`src/rtl/apb_arb_pkg.sv`:
```
// Shared types and constants for the APB master arbiter.
package apb_arb_pkg;

   typedef enum logic [1:0] {
      IDLE   = 2'd0,
      SETUP  = 2'd1,
      ACCESS = 2'd2
   } apb_state_e;

   localparam int unsigned DEF_NUM_REQ = 2;
   localparam int unsigned DEF_ADDR_W  = 32;
   localparam int unsigned DEF_DATA_W  = 32;
   localparam int unsigned DEF_TIMEOUT = 16;

   // Width of an index selecting one of n requesters (never below 1 bit).
   function automatic int unsigned owner_w(input int unsigned n);
      return (n <= 1) ? 1 : $clog2(n);
   endfunction

endpackage

```
`src/rtl/apb_master_arbiter_rr_arbiter.sv`:
```
// Combinational round-robin grant; the priority pointer is held by the caller.
module rr_arbiter #(
   parameter int unsigned N  = 2,
   parameter int unsigned IW = 1
) (
   input  logic          en_i,
   input  logic [N-1:0]  req_i,
   input  logic [IW-1:0] last_i,
   output logic [N-1:0]  gnt_o,
   output logic [IW-1:0] idx_o,
   output logic          valid_o
);

   int unsigned cand;

   // Search from last_i+1 (mod N); the first asserted request wins.
   always_comb begin
      gnt_o   = '0;
      idx_o   = '0;
      valid_o = 1'b0;
      cand    = 0;
      for (int unsigned i = 1; i <= N; i++) begin
         cand = int'(unsigned'(last_i)) + i;
         if (cand >= N) cand = cand - N;
         if (en_i && !valid_o && req_i[cand]) begin
            valid_o = 1'b1;
            idx_o   = IW'(cand);
         end
      end
      if (valid_o) gnt_o = N'(1) << idx_o;
   end

endmodule

```
`src/rtl/apb_master_arbiter.sv`:
```
// Shares one APB3 master port between NUM_REQ requesters with round-robin
// arbitration, wait-state support and a per-transfer ACCESS timeout.
module apb_master_arbiter
   import apb_arb_pkg::*;
#(
   parameter int unsigned NUM_REQ = DEF_NUM_REQ,
   parameter int unsigned ADDR_W  = DEF_ADDR_W,
   parameter int unsigned DATA_W  = DEF_DATA_W,
   parameter int unsigned TIMEOUT = DEF_TIMEOUT
) (
   input  logic                           pclk,
   input  logic                           preset_n,
   input  logic [NUM_REQ-1:0]             req_valid,
   output logic [NUM_REQ-1:0]             req_ready,
   input  logic [NUM_REQ-1:0]             req_write,
   input  logic [NUM_REQ-1:0][ADDR_W-1:0] req_addr,
   input  logic [NUM_REQ-1:0][DATA_W-1:0] req_wdata,
   output logic [NUM_REQ-1:0]             rsp_valid,
   output logic [DATA_W-1:0]              rsp_rdata,
   output logic                           rsp_err,
   output logic                           psel,
   output logic                           penable,
   output logic                           pwrite,
   output logic [ADDR_W-1:0]              paddr,
   output logic [DATA_W-1:0]              pwdata,
   input  logic [DATA_W-1:0]              prdata,
   input  logic                           pready
);

   localparam int unsigned IW    = owner_w(NUM_REQ);
   localparam int unsigned CNT_W = (TIMEOUT > 1) ? $clog2(TIMEOUT) : 1;
   localparam logic [CNT_W-1:0] TO_LAST = CNT_W'((TIMEOUT == 0) ? 0 : TIMEOUT - 1);

   apb_state_e          state_q;
   logic [IW-1:0]       owner_q;
   logic [IW-1:0]       last_q;
   logic [CNT_W-1:0]    cnt_q;
   logic                psel_q, penable_q, pwrite_q, rsp_err_q;
   logic [ADDR_W-1:0]   paddr_q;
   logic [DATA_W-1:0]   pwdata_q, rsp_rdata_q;
   logic [NUM_REQ-1:0]  rsp_valid_q;

   logic                timeout_hit;
   logic                complete;
   logic                slot;
   logic [NUM_REQ-1:0]  gnt;
   logic [IW-1:0]       gnt_idx;
   logic                gnt_valid;

   // Completion and arbitration-slot qualification for the current cycle.
   always_comb begin
      timeout_hit = (TIMEOUT != 0) && (state_q == ACCESS) && !pready && (cnt_q == TO_LAST);
      complete    = (state_q == ACCESS) && (pready || timeout_hit);
      slot        = (state_q == IDLE) || complete;
   end

   rr_arbiter #(
      .N  (NUM_REQ),
      .IW (IW)
   ) u_rr (
      .en_i    (slot),
      .req_i   (req_valid),
      .last_i  (last_q),
      .gnt_o   (gnt),
      .idx_o   (gnt_idx),
      .valid_o (gnt_valid)
   );

   assign req_ready = gnt;

   // APB phase sequencer with registered bus and response outputs.
   always_ff @(posedge pclk or negedge preset_n) begin
      if (!preset_n) begin
         state_q     <= IDLE;
         owner_q     <= '0;
         last_q      <= IW'(NUM_REQ - 1);
         cnt_q       <= '0;
         psel_q      <= 1'b0;
         penable_q   <= 1'b0;
         pwrite_q    <= 1'b0;
         paddr_q     <= '0;
         pwdata_q    <= '0;
         rsp_valid_q <= '0;
         rsp_rdata_q <= '0;
         rsp_err_q   <= 1'b0;
      end else begin
         rsp_valid_q <= '0;
         rsp_rdata_q <= '0;
         rsp_err_q   <= 1'b0;
         case (state_q)
            IDLE: begin
               if (gnt_valid) begin
                  state_q  <= SETUP;
                  psel_q   <= 1'b1;
                  owner_q  <= gnt_idx;
                  last_q   <= gnt_idx;
                  pwrite_q <= req_write[gnt_idx];
                  paddr_q  <= req_addr[gnt_idx];
                  pwdata_q <= req_wdata[gnt_idx];
               end
            end
            SETUP: begin
               state_q   <= ACCESS;
               penable_q <= 1'b1;
               cnt_q     <= '0;
            end
            ACCESS: begin
               if (complete) begin
                  rsp_valid_q <= NUM_REQ'(1) << owner_q;
                  rsp_err_q   <= timeout_hit;
                  rsp_rdata_q <= (timeout_hit || pwrite_q) ? '0 : prdata;
                  penable_q   <= 1'b0;
                  // A grant in the completing cycle goes straight to SETUP,
                  // keeping psel high with no idle bubble.
                  if (gnt_valid) begin
                     state_q  <= SETUP;
                     owner_q  <= gnt_idx;
                     last_q   <= gnt_idx;
                     pwrite_q <= req_write[gnt_idx];
                     paddr_q  <= req_addr[gnt_idx];
                     pwdata_q <= req_wdata[gnt_idx];
                  end else begin
                     state_q <= IDLE;
                     psel_q  <= 1'b0;
                  end
               end else begin
                  cnt_q <= cnt_q + 1'b1;
               end
            end
            default: begin
               state_q   <= IDLE;
               psel_q    <= 1'b0;
               penable_q <= 1'b0;
            end
         endcase
      end
   end

   assign psel      = psel_q;
   assign penable   = penable_q;
   assign pwrite    = pwrite_q;
   assign paddr     = paddr_q;
   assign pwdata    = pwdata_q;
   assign rsp_valid = rsp_valid_q;
   assign rsp_rdata = rsp_rdata_q;
   assign rsp_err   = rsp_err_q;

endmodule

```
`config.mk`:
```
export PLATFORM = sky130hd
export DESIGN_NAME = apb_master_arbiter
export DESIGN_NICKNAME = d
export VERILOG_FILES = /design/src/rtl/apb_arb_pkg.sv /design/src/rtl/apb_master_arbiter_rr_arbiter.sv /design/src/rtl/apb_master_arbiter.sv
export SDC_FILE = /design/constraint.sdc
export NUM_CORES = 1
export LEC_CHECK = 0
export BUFFER_PORTS_ARGS = -buffer_cell sky130_fd_sc_hd__buf_2
export CORE_MARGIN = 3
export CORE_UTILIZATION = 33
export CTS_CLUSTER_DIAMETER = 100
export DETAILED_ROUTE_END_ITERATION = 8
export PLACE_DENSITY = 0.69
export SETUP_SLACK_MARGIN = 0.4
export SYNTH_ARGS = -nofsm -noshare
export SYNTH_HDL_FRONTEND = slang
export SYNTH_SLANG_ARGS = --single-unit
```
`constraint.sdc`:
```
create_clock -name pclk -period 2.8 [get_ports pclk]
set_input_delay 0.14 -clock pclk [delete_from_list [all_inputs] [get_ports pclk]]
set_output_delay 0.14 -clock pclk [all_outputs]
set_load 0.03 [all_outputs]
```
* Word level (Yosys, flattened, before mapping)
Index checks and enable logic that the tools add are counted.
** Word-level totals
- Output and inout bits :: 104
- Bits in registers :: 110
- Input port bits :: 167
- Logic and storage cells :: 103
** Cells by class
- Add/sub/neg operators :: 5
- Shift operators :: 2
- Reductions and logical operators :: 19
- Bitwise logic cells :: 2
- Equal/unequal tests :: 7
- Order comparisons :: 5
- Mux-type cells :: 51
** Operators by type and width (count)
- two-way mux 32 bit :: 13
- one-hot mux 32 bit (2 select lines) :: 2
- >= comparator 32 x 2 -> 1 bit, second input constant :: 2
- < comparator 32 x 2 -> 1 bit, second input constant :: 2
- subtractor 32 x 2 -> 32 bit, second input constant :: 2
- two-way mux 1 bit :: 23
- two-way mux 2 bit :: 5
- inequality test 2 bit, second input constant :: 4
- one-hot mux 4 bit (2 select lines) :: 1
- AND reduction 2 bit :: 4
- logical AND 1 bit :: 6
- one-hot mux 1 bit (2 select lines) :: 3
- one-hot mux 1 bit (3 select lines) :: 2
- one-hot mux 2 bit (3 select lines) :: 1
- adder 4 x 1 -> 4 bit, second input constant :: 1
- == test 4 bit, second input constant :: 1
- two-way mux 4 bit :: 1
- AND reduction 4 bit :: 1
- nonzero test 2 bit :: 2
- << shifter 1 x 1 -> 2 bit, first input constant :: 2
- adder 1 x 2 -> 3 bit, second input constant :: 1
- logical OR 1 bit :: 3
- adder 1 x 1 -> 2 bit, second input constant :: 1
- == test 2 x 1 -> 1 bit, second input constant :: 1
- other kinds (5) :: 7

* Depth between registers and ports, before layout
- Depth in word-level cells :: 17
- Mapped depth :: 6
- Gate-level depth less buffers :: 4

* By module
Synthesis repeated with hierarchy kept, for this count alone.
** Second synthesis, totals
- Cell total of the unflattened synthesis :: 333
- Area total of the unflattened synthesis :: 4829.6 um^2
** By module, submodules not included
- apb_master_arbiter :: cells an instance 326, instances 1, area an instance 4795.8 um^2, sequential area each 2753.9 um^2
- rr_arbiter :: cells an instance 7, instances 1, area an instance 33.8 um^2, sequential area each 0.0 um^2

* Worst setup path before layout
Ideal clock, no wire load.
- Path type :: register -> output
- Start :: reg cnt_q[0]
- End :: out req_ready[0]
- Buffers on the path :: 2
- Path slack :: 0.781 ns
- Cell stages (with the launch flop) :: 7
- Data arrival time :: 1.879 ns
- Data required time :: 2.660 ns
- Cells stage by stage :: dfrtp_1 -> ha_1 -> a31oi_2 -> a211oi_2 -> buf_6 -> buf_6 -> nor2b_1
** On the way
- Word-level cells in the longest chain between the ends :: 13
- Elaborated cells between the ends (all ways) :: 15
- Classes of those cells :: 1 x eq/ne; 1 x shift; 5 x mux; 8 x reduce/logical
** RTL lines
- start, declared :: line apb_master_arbiter.sv:37 : logic [CNT_W-1:0] cnt_q;
- start signal, assigned :: line apb_master_arbiter.sv:127 : cnt_q <= cnt_q + 1'b1;
- == test 4 bit (*) :: line apb_master_arbiter.sv:52 : timeout_hit = (TIMEOUT != 0) && (state_q == ACCESS) && !pready && (cnt_q == TO_LAST);
- logical AND 1 bit (*) :: line apb_master_arbiter.sv:52
- logical OR 1 bit (*) :: line apb_master_arbiter.sv:53 : complete = (state_q == ACCESS) && (pready || timeout_hit);
- logical AND 1 bit (*) :: line apb_master_arbiter.sv:53
- logical OR 1 bit (*) :: line apb_master_arbiter.sv:54 : slot = (state_q == IDLE) || complete;
- logical AND 1 bit :: line apb_master_arbiter_rr_arbiter.sv:25 : if (en_i && !valid_o && req_i[cand]) begin
- two-way mux 1 bit :: line apb_master_arbiter_rr_arbiter.sv:25
- logical NOT 1 bit :: line apb_master_arbiter_rr_arbiter.sv:25
- logical AND 1 bit (2 in a row) :: line apb_master_arbiter_rr_arbiter.sv:25
- two-way mux 1 bit :: line apb_master_arbiter_rr_arbiter.sv:25
- << shifter 1 x 1 -> 2 bit :: line apb_master_arbiter_rr_arbiter.sv:30 : if (valid_o) gnt_o = N'(1) << idx_o;
- two-way mux 2 bit (*) :: line apb_master_arbiter_rr_arbiter.sv:30
- end, declared :: line apb_master_arbiter.sv:14 : output logic [NUM_REQ-1:0] req_ready,
Mark *: on every way between the ends. The rest lies on a longest branch, timed or not.

* Worst setup path in the final report
Same ends and word-level chain as after synthesis.

==> flow_metrics.py <==
metrics = {
    "floorplanning": {
        "die_y_um": 127,
        "initial_utilization_pct": 34.3,
        "num_rows": 43,
        "coreArea_mm2": 0.0141,
        "ioPinCount": 271,
        "die_area_mm2": 0.0161,
        "die_w_um": 127,
    },
    "worst_setup_path": {
        "crit_required_ns": 2.66,
        "r2r_end": "paddr[24]$_DFFE_PN0P_",
        "critPathCaptureType": "primary output",
        "cp_max_fo": 17,
        "crit_path_cell_trace": "ha_1, a31oi_2, a211oi_4, buf_12, nor2b_1, buf_2",
        "cp-start-kind": "register",
        "slowest_stage": "dfrtp_1",
        "rrSetupSlack_ns": 0.64,
        "cpPeakStageDelay_ns": 0.40,
        "r2r_cells": 5,
        "crit_type": "register to primary output",
        "r2r_start": "cnt_q[0]$_DFFE_PN0P_",
        "arrival_ns": 2.07,
    },
    "synth": {
        "yosys_warnings": 0,
        "avgSynthCellArea_um2": 14.3,
        "syn-num-nets": 506,
        "synthFlopType": "dfrtp_1",
        "synth_area_leaders": "dfrtp_1, mux2_2, and2_1, mux2_1, buf_2",
        "synth_enable_flop_cells": 0,
        "async_reset_ff_share_pct": 100,
        "synth_top_area_share_pct": 56.5,
        "yosys.cell_types.count": 35,
        "synth_top_area_cell": "dfrtp_1",
        "netlist_area_mm2": 0.00483,
        "synth_seq_area_share_pct": 57.0,
        "synth_seq_cells": 110,
        "synth_cells": 338,
    },
    "drt": {
        "via_per_inst": 4.62,
        "drcViolationCount": 0,
        "drtIter0Drc": 62,
        "routed_wl_um": 12400,
        "ant_nets": 0,
        "drtPass1Iterations": 4,
        "vias": 3791,
        "wire_per_inst_um": 15.0,
    },
    "job": {
        "drv_cap": 0,
    },
    "clocking": {
        "clock_latency_ns": 0.34,
        "cts_sinks": 110,
        "cts_buffers": 9,
        "cts_buffer_depth": 2,
        "cts_tree": "done",
        "path_clk_slew_ns": 0.07,
        "ctsHtreeMaxLevel": 3,
        "cts_root_buf": "clkbuf_16",
    },
    "grt": {
        "grt_antenna_before_repair": 0,
        "grt.overflow.total": 0,
        "grt_pass1_wl_um": 19600,
        "grt_pass1_vias": 4066,
        "grt_max_degree": 63,
        "grt_usage_pct": 15.2,
    },
    "placement": {
        "portBuffers": 270,
        "place_congestion": 0.766,
        "pre_cts_slack_ns": 0.706,
        "dp_hpwl_um": 9200,
    },
    "power": {
        "power_mw": 6.78,
        "p_per_area_mw_per_mm2": 968,
        "ir_drop_mv": 0.348,
        "leakage_nw": 3.52,
    },
    "sta": {
        "fmax_mhz": 452,
        "fin_ws_ns": 0.587,
        "worst_hold_slack_ns": 0.0191,
        "fin_setup_tns_ns": 0,
        "maxSlewViolCount": 0,
        "rsz0062_at_grt": "false",
        "min_period_over_period_pct": 79.0,
        "post-route-min-period_ns": 2.21,
        "fin_skew_ns": 0.00926,
        "max-slew-margin-rel_pct": 58.7,
        "hold_viol_final": 0,
        "final-setup-viol-count": 0,
        "worst_pin_slew_ns": 0.620,
    },
    "worst_hold_path": {
        "holdCritPathClass": "input pin to register",
        "holdCritStartpoint": "prdata[30]",
        "whs_endpoint": "rsp_rdata[30]$_DFF_PN0_",
        "whs_path_depth": 2,
    },
    "layout": {
        "diodes": 0,
        "area_growth_pct": 44.9,
        "drive_above_1_share_pct": 64.6,
        "fillers": 1255,
        "final_nets": 806,
        "final_util_pct": 49.6,
    },
    "status": {
        "outcome": "finished clean",
    },
}
## power by group
part           switching [mW]  internal [mW]
clock                   0.532          0.614
combinational            1.90           1.23
sequential              0.332           2.17
## cell usage after synthesis (2+ instances only)
| library cell | instances |
|---|---|
| buf_2 | 7 |
| clkbuf_1 | 9 |
| nor2_1 | 3 |
| buf_6 | 3 |
| and2_1 | 34 |
| nor3_1 | 4 |
| nand2b_1 | 3 |
| dfrtp_1 | 109 |
| o21ai_0 | 3 |
| inv_1 | 4 |
| a21oi_1 | 3 |
| mux2_2 | 116 |
| a211o_1 | 2 |
| mux2_1 | 14 |
| o21a_1 | 2 |
| nand2_1 | 3 |
## worst max-delay path: cells and delay by family, from the launching register on
| family | cells | cell delay, ns |
|---|---|---|
| simple gates | 1 | 0.13 |
| compound gates | 2 | 0.52 |
| buf+inv | 2 | 0.40 |
| flops | 1 | 0.40 |
| fa+ha+maj | 1 | 0.27 |
## final cells by class
class | instances | area, um2 | share of cell area, %
Multi-Input combinational cell | 205 | 1980 | 28.3
Tap cell | 180 | 225 | 3.22
Timing Repair Buffer | 308 | 1760 | 25.1
Sequential cell | 110 | 2750 | 39.4
Clock buffer | 10 | 239 | 3.41
Inverter | 4 | 15.0 | 0.215
Clock inverter | 4 | 25.0 | 0.358
## per-layer routing
metal / GRT usage, % / share of wire [%]
met1: 16.4 / 38
met3: 4.56 / 8.7
met2: 28.0 / 52
met4: 5.49 / 1.4
met5: 0 / 0
## per-stage QoR
step                      instances  cell area (um2)
final                           821             7000
after global routing            821             7000
after CTS                       818             6950
after detailed placement        775             6390
after global placement          775             6390
after floorplan                 338             4830
## placed cells by master (no fill, tap or decap), types with 2 or more instances in the layout
master / Yosys / routed
dfrtp_1: 109 / 109
nor3_1: 4 / 3
buf_2: 7 / 269
buf_4: 0 / 6
nand2_1: 3 / 3
o21a_1: 2 / 2
nor2_1: 3 / 3
nand2b_1: 3 / 3
clkinv_2: 0 / 2
and2_1: 34 / 34
inv_1: 4 / 4
clkinvlp_4: 0 / 2
a21oi_1: 3 / 3
dlygate4sd3_1: 0 / 30
o21ai_0: 3 / 3
a211o_1: 2 / 2
buf_12: 0 / 2
mux2_1: 14 / 14
mux2_2: 116 / 116
clkbuf_16: 0 / 10
## flip-flops by register name (all words and copies together) (netlist names)
name and count:
rsp_rdata 32, cnt_q 4, psel 1, owner_q 1
last_q 1, state_q 2, rsp_err 1, pwdata 32
pwrite 1, rsp_valid 2, penable 1, paddr 32
## cells by family (layout without fill, tap and decap cells)
kind of cell | count (synthesis) | after routing | synth area share, %
buffers and inverters | 23 | 326 | 2.43
and+or+nand+nor | 52 | 52 | 6.53
muxes | 130 | 130 | 30.3
AOI/OAI and AO/OA | 22 | 22 | 3.47
DFF | 110 | 110 | 57.0
adders and majority gates | 1 | 1 | 0.259
## worst max path at each step
stage          slack, ns  cells past startpoint                endpoint            startpoint
2_1_floorplan       0.78                      6            req_ready[0]  cnt_q[0]$_DFFE_PN0P_
3_3_place_gp        0.76                      6            req_ready[0]  cnt_q[0]$_DFFE_PN0P_
3_5_place_dp        0.71                      5  pwdata[24]$_DFFE_PN0P_  cnt_q[0]$_DFFE_PN0P_
4_1_cts             0.43                      6            req_ready[0]  cnt_q[0]$_DFFE_PN0P_
5_1_grt             0.44                      6            req_ready[0]  cnt_q[0]$_DFFE_PN0P_
6_report            0.59                      6            req_ready[0]  cnt_q[0]$_DFFE_PN0P_
## what timing repair did
action / CTS / global route
setup buffers: 0 / 1
hold buffers: 29 / 1
pin swaps: 0 / 1
resized for setup: 1 / 3
hold endpoints to repair: 76 / 1
endpoints found under the setup margin: 1 / 1
gates cloned: 0 / 1
Note: power is estimated with default switching activity, not from simulation.
